**src/rtl/prescaler_pkg.sv**
```systemverilog
//------------------------------------------------------------------------------
// Module   : prescaler_pkg
// Brief    : Shared state encoding and width helper for the tick prescaler.
// Revision : 1.0
//------------------------------------------------------------------------------
`default_nettype none

package prescaler_pkg;

  typedef enum logic [1:0] {
    IDLE  = 2'b00,
    RUN   = 2'b01,
    PAUSE = 2'b10
  } ps_state_t;

  function automatic int cnt_width(input int div);
    return (div <= 1) ? 1 : $clog2(div);
  endfunction

endpackage

`default_nettype wire

```
**src/rtl/tick_prescaler_if.sv**
```systemverilog
//------------------------------------------------------------------------------
// Module   : tick_prescaler_if
// Brief    : Button, clear and tick/phase signals of the tick prescaler.
// Revision : 1.0
//------------------------------------------------------------------------------
`default_nettype none

interface tick_prescaler_if #(
  parameter int DIV = 50_000_000
);
  import prescaler_pkg::*;

  localparam int CNT_W = cnt_width(DIV);

  logic             start_btn;
  logic             stop_btn;
  logic             clear;
  logic             tick;
  logic             running;
  logic [CNT_W-1:0] phase;

  modport master (
    output start_btn, stop_btn, clear,
    input  tick, running, phase
  );

  modport slave (
    input  start_btn, stop_btn, clear,
    output tick, running, phase
  );

endinterface

`default_nettype wire

```
**src/rtl/btn_sync_edge.sv**
```systemverilog
//------------------------------------------------------------------------------
// Module   : btn_sync_edge
// Brief    : Two-flop synchroniser with a one-cycle rising-edge event output.
// Revision : 1.0
//------------------------------------------------------------------------------
`default_nettype none

module btn_sync_edge (
  input  logic clk,
  input  logic reset_n,
  input  logic i_btn,
  output logic o_evt
);

  logic r_s0;
  logic r_s1;
  logic r_p;

  always_ff @(posedge clk or negedge reset_n) begin
    if (!reset_n) begin
      r_s0 <= 1'b0;
      r_s1 <= 1'b0;
      r_p  <= 1'b0;
    end else begin
      r_s0 <= i_btn;
      r_s1 <= r_s0;
      r_p  <= r_s1;
    end
  end

  // History resets low, so a button held through reset still yields one event.
  assign o_evt = r_s1 & ~r_p;

endmodule

`default_nettype wire

```
**src/rtl/tick_prescaler.sv**
```systemverilog
//------------------------------------------------------------------------------
// Module   : tick_prescaler
// Brief    : Start/stop controlled enable generator, one tick every DIV cycles.
// Revision : 1.0
//------------------------------------------------------------------------------
`default_nettype none

module tick_prescaler #(
  parameter int DIV = 50_000_000
) (
  input  logic             clk,
  input  logic             reset_n,
  tick_prescaler_if.slave  bus
);
  import prescaler_pkg::*;

  localparam int               CNT_W        = cnt_width(DIV);
  localparam logic [CNT_W-1:0] c_last_phase = CNT_W'(DIV - 1);

  ps_state_t        r_state;
  ps_state_t        w_state_nxt;
  logic [CNT_W-1:0] r_phase;
  logic [CNT_W-1:0] w_phase_nxt;
  logic             w_start_evt;
  logic             w_stop_evt;
  logic             w_phase_last;

  btn_sync_edge u_start_sync (
    .clk     (clk),
    .reset_n (reset_n),
    .i_btn   (bus.start_btn),
    .o_evt   (w_start_evt)
  );

  btn_sync_edge u_stop_sync (
    .clk     (clk),
    .reset_n (reset_n),
    .i_btn   (bus.stop_btn),
    .o_evt   (w_stop_evt)
  );

  assign w_phase_last = (r_phase == c_last_phase);

  always_ff @(posedge clk or negedge reset_n) begin
    if (!reset_n) begin
      r_state <= IDLE;
      r_phase <= '0;
    end else begin
      r_state <= w_state_nxt;
      r_phase <= w_phase_nxt;
    end
  end

  // Clear beats both buttons; stop beats start when both events coincide.
  always_comb begin
    w_state_nxt = r_state;
    w_phase_nxt = r_phase;
    if (bus.clear) begin
      w_state_nxt = IDLE;
      w_phase_nxt = '0;
    end else begin
      case (r_state)
        IDLE: begin
          w_phase_nxt = '0;
          if (w_start_evt && !w_stop_evt) begin
            w_state_nxt = RUN;
          end
        end
        RUN: begin
          if (w_stop_evt) begin
            w_state_nxt = PAUSE;
          end else if (w_phase_last) begin
            w_phase_nxt = '0;
          end else begin
            w_phase_nxt = r_phase + CNT_W'(1);
          end
        end
        PAUSE: begin
          if (w_start_evt && !w_stop_evt) begin
            w_state_nxt = RUN;
          end
        end
        default: begin
          w_state_nxt = IDLE;
          w_phase_nxt = '0;
        end
      endcase
    end
  end

  assign bus.running = (r_state == RUN);
  assign bus.tick    = (r_state == RUN) && w_phase_last;
  assign bus.phase   = r_phase;

endmodule

`default_nettype wire

```
**src/flat_wrapper.sv**
```systemverilog
// flat-port wrapper written by rule: the top's interface ports become plain ports
module tick_prescaler_flat import prescaler_pkg::*;
#(
  parameter int DIV = 50_000_000
)
  (clk, reset_n, bus_start_btn, bus_stop_btn, bus_clear, bus_tick, bus_running, bus_phase);
  tick_prescaler_if #(.DIV(DIV)) bus_i ();
  input  logic clk;
  input  logic reset_n;
  input wire logic [$bits(bus_i.start_btn)-1:0] bus_start_btn;
  input wire logic [$bits(bus_i.stop_btn)-1:0] bus_stop_btn;
  input wire logic [$bits(bus_i.clear)-1:0] bus_clear;
  output wire logic [$bits(bus_i.tick)-1:0] bus_tick;
  output wire logic [$bits(bus_i.running)-1:0] bus_running;
  output wire logic [$bits(bus_i.phase)-1:0] bus_phase;
  assign bus_i.start_btn = bus_start_btn;
  assign bus_i.stop_btn = bus_stop_btn;
  assign bus_i.clear = bus_clear;
  assign bus_tick = bus_i.tick;
  assign bus_running = bus_i.running;
  assign bus_phase = bus_i.phase;
  tick_prescaler #(.DIV(DIV)) u_core (.clk(clk), .reset_n(reset_n), .bus(bus_i));
endmodule
```
**config.mk**
```make
export PLATFORM = sky130hd
export DESIGN_NAME = tick_prescaler_flat
export DESIGN_NICKNAME = d
export VERILOG_FILES = /design/src/rtl/prescaler_pkg.sv /design/src/rtl/tick_prescaler_if.sv /design/src/rtl/btn_sync_edge.sv /design/src/rtl/tick_prescaler.sv /design/src/flat_wrapper.sv
export SDC_FILE = /design/constraint.sdc
export NUM_CORES = 1
export LEC_CHECK = 0
export ABC_AREA = 0
export CAP_MARGIN = 20
export CORE_UTILIZATION = 40
export CTS_CLUSTER_DIAMETER = 100
export DETAILED_ROUTE_END_ITERATION = 8
export PLACE_DENSITY = 0.62
export SYNTH_ARGS = -nofsm -noshare
export SYNTH_HDL_FRONTEND = slang
export SYNTH_HIERARCHICAL = 1
export SYNTH_SLANG_ARGS = --single-unit
```
**constraint.sdc**
```tcl
create_clock -name clk -period 1.9 [get_ports clk]
set_input_delay 0.285 -clock clk [delete_from_list [all_inputs] [get_ports clk]]
set_output_delay 0.285 -clock clk [all_outputs]
set_load 0.005 [all_outputs]
```
==> impl_results.md <==
- Crit path time final: 1.88 ns
- Core area: 4380 µm²
- Final #Nets: 255
- Clock Path Buffers: 2
- Fillers: 378
- Adder-Cell Fraction of Synth Area: 0.678%
- Cell Pwr Density: 615 nW/µm²
- Crit path launch type: register
- Num Clock Sinks: 34
- Hold Violations, Final: 0
- Synth Warn #: 6
- CP delay by family, top: simple AND/OR/NAND/NOR gates
- CP Cell Sequence: nor4b_2 > and4_1 > and3_4 > clkdlybuf4s15_2
- Most frequent cells in the layout: buf_4 (34), dfrtp_1 (34), clkdlybuf4s50_1 (31), nor2_1 (17), nand2_1 (16)
- Clock transition at path regs: 0.08 ns
- Hold Crit Class: register to register
- Initial DRC count: 88
- Rows: 24
- Multiplexer share of the synthesized area: 0%
- Critical path arrival: 1.59 ns
- Vias: 1600
- Post-Syn Nets: 184
- Reg-to-Reg End: u_core/bus.phase[4]
- Leak pwr: 1.10 nW
- Worst Tran Pin Value: 0.516 ns
- CP bufs+invs: 1
- TNS Setup: 0 ns
- Area growth from synthesis to layout: 43.4%
- Crit path capture type: primary output
- Routed WL: 4560 µm
- Initial core utilization: 42.1%
- Unique masters post-synth: 44
- Register-to-Register Path Depth: 7
- Crit Path Max Fanout: 2
- Post-synthesis sequential area ratio: 46.1%
- H-tree level count: 2
- FMAX: 533 MHz
- Hold Crit Endpoint: u_core/u_start_sync/r_s1
- DRC violations left: 0
- R2r setup slk: 0.05 ns
- Overflow after GRT: 0
- Mapped Cells: 178
- Number of global-route vias before repair: 1743
- Root Buffer: clkbuf_8
- Final Setup Violations: 0
- Largest family of logic cells by synthesized area: simple AND/OR/NAND/NOR gates
- Clock Latency Late Sink: 0.29 ns
- Mean number of vias per cell: 5.30
- CP max-delay cell: dfrtp_1
- Run status: complete, no violations
- Syn Area/Cell: 10.4 µm²
- Final period utilization: 98.8%
- Proportion of layout cells with a drive suffix above 1: 28.0%
- Cell Area, Synth: 1840 µm²
- Multi-input gate area: 982 µm²
- Synth Area in Compound Gates: 6.17%
- Clk_skew: 0.0102 ns
- Hold slack: 0.349 ns
- Chip Height: 69.9 µm
- Crit. path cell count: 4
- Antenna Nets Post-Route: 0
- Rel. slew slack: 65.4%
- Cts hold-fix bufs: 0
- Hold Path Depth: 0
- DP HPWL: 3270 µm
- Antenna violations before repair: 0
- Routed wire per std cell: 15.1 µm
- #FFs+latches synth: 34
- Detailed Routing Iterations Pass 1: 4
- All-Layer GR Usage: 20.9%
- Slowest stage delay, CP: 0.41 ns
- Total CTS buffers: 5
- Input/output buffers: 32
- Kind of critical path: register to primary output
- Seq. cell area: 851 µm²
- Simple-gate share of the synthesized area: 36.0%
- Slew Limit Fails: 0
- RSZ-0062 raised after global routing: true
- CP required: 1.62 ns
- Die area: 4890 µm²
- R2R Path Start: u_core/bus.phase[22]
- Largest net degree at the start of global routing: 35
- I/O Pins: 33
- CTS tree: built
- Global-route wire length before repair: 8130 µm
- Max cap viols: 0
- VDD IR max: 427 µV
- Worst hold start: u_core/u_start_sync/r_s0
- GPL Wtd Cong: 0.841
- DIE WIDTH: 69.9 µm
- ANT cells: 0
- Post-synthesis xor/xnor area fraction: 8.07%
synth_stat cells, drive strengths merged:
master,number,area share (%)
a31oi,2,0.68
or2,2,0.81
nor2,24,6.6
nor4,7,3.2
buf,3,2.3
nand2,17,3.9
nor4bb,1,1.4
xnor2,2,0.95
dfrtp,34,46
nand3,18,5.4
nor3b,1,0.68
and4,2,0.95
nand2b,5,2.1
o31ai,1,0.41
a21oi,3,1.4
o21ai,4,1.1
a211o,1,0.47
nor2b,3,1.8
and3,5,1.7
ha,1,0.68
nor3,6,2.8
nand4,8,2.7
o22ai,1,0.34
nand4b,1,0.47
a21o,1,0.41
a211oi,2,0.81
xor2,15,7.1
a32o,1,0.54
nor4b,1,0.47
nand3b,1,0.41
inv,3,0.61
and2,2,0.68
cells by family (layout without fill, tap and decap cells):
group                      Yosys count  count (layout)
xor gates and xnor gates            17              17
DFF                                 34              34
adders and majority gates            1               1
buffers and inverters                6              78
and+or+nand+nor                    104             104
AOI/OAI and AO/OA                   16              16
how the worst max path moves through the flow:
stage / startpoint / end / slack [ns]
final: u_core/bus.phase[7] / bus_tick / 0.02
after global routing: u_core/bus.phase[22] / bus_tick / -0.05
after floorplan: u_core/bus.phase[0] / u_core/bus.phase[12] / 0.18
after detailed placement: bus_clear / u_core/bus.phase[25] / -0.22
after global placement: bus_clear / u_core/bus.phase[25] / -0.14
after CTS: u_core/bus.phase[11] / bus_tick / 0.03
stage by stage:
step                util (%)  setup WS, ns  std cells  instance area, µm²  power [mW]
finish                  60.3        0.0235        302                2640        1.62
global route            60.3       -0.0456        302                2640        1.69
CTS                     59.9        0.0272        302                2630        1.64
detailed placement      56.0        -0.221        293                2450       0.832
global placement        56.0        -0.143        293                2450       0.829
floorplan                  -         0.178        178                1840       0.794
routing by layer:
metal / track usage, % / wire length [µm]
met1: 27.2 / 2080
met2: 34.3 / 2190
met3: 4.62 / 221
met4: 7.56 / 71
met5: 0 / 0
area by class of cell:
| type | instances | area share (%) |
|---|---|---|
| clock inverters | 3 | 2.60 |
| flip-flops and latches | 34 | 32.2 |
| well taps | 52 | 2.46 |
| clock buffers | 5 | 2.60 |
| repair buffers | 67 | 22.6 |
| multi-input cells | 138 | 37.2 |
| inverters | 3 | 0.426 |
sequential cells by signal (all words and copies together) (netlist names):
name                      flops
u_core/u_start_sync/r_p       1
u_core/u_stop_sync/r_s1       1
u_core/u_start_sync/r_s0      1
u_core/bus.phase             26
u_core/u_stop_sync/r_s0       1
u_core/u_start_sync/r_s1      1
u_core/r_state                2
u_core/u_stop_sync/r_p        1
repair_timing:
| item | CTS | global route |
|---|---|---|
| resized for setup | 7 | 3 |
| endpoints found under the hold margin | 0 | 0 |
| setup endpoints to repair | 1 | 2 |
| pin swaps | 4 | 3 |
| setup buffers | 1 | 0 |
where the power goes:
part | internal, mW | switching [mW] | total, mW
combinational | 0.0332 | 0.0446 | 0.0778
clock | 0.526 | 0.282 | 0.808
sequential | 0.732 | 0.00701 | 0.739
total | 1.29 | 0.334 | 1.62
No activity file was read; power rests on OpenSTA's default activity.
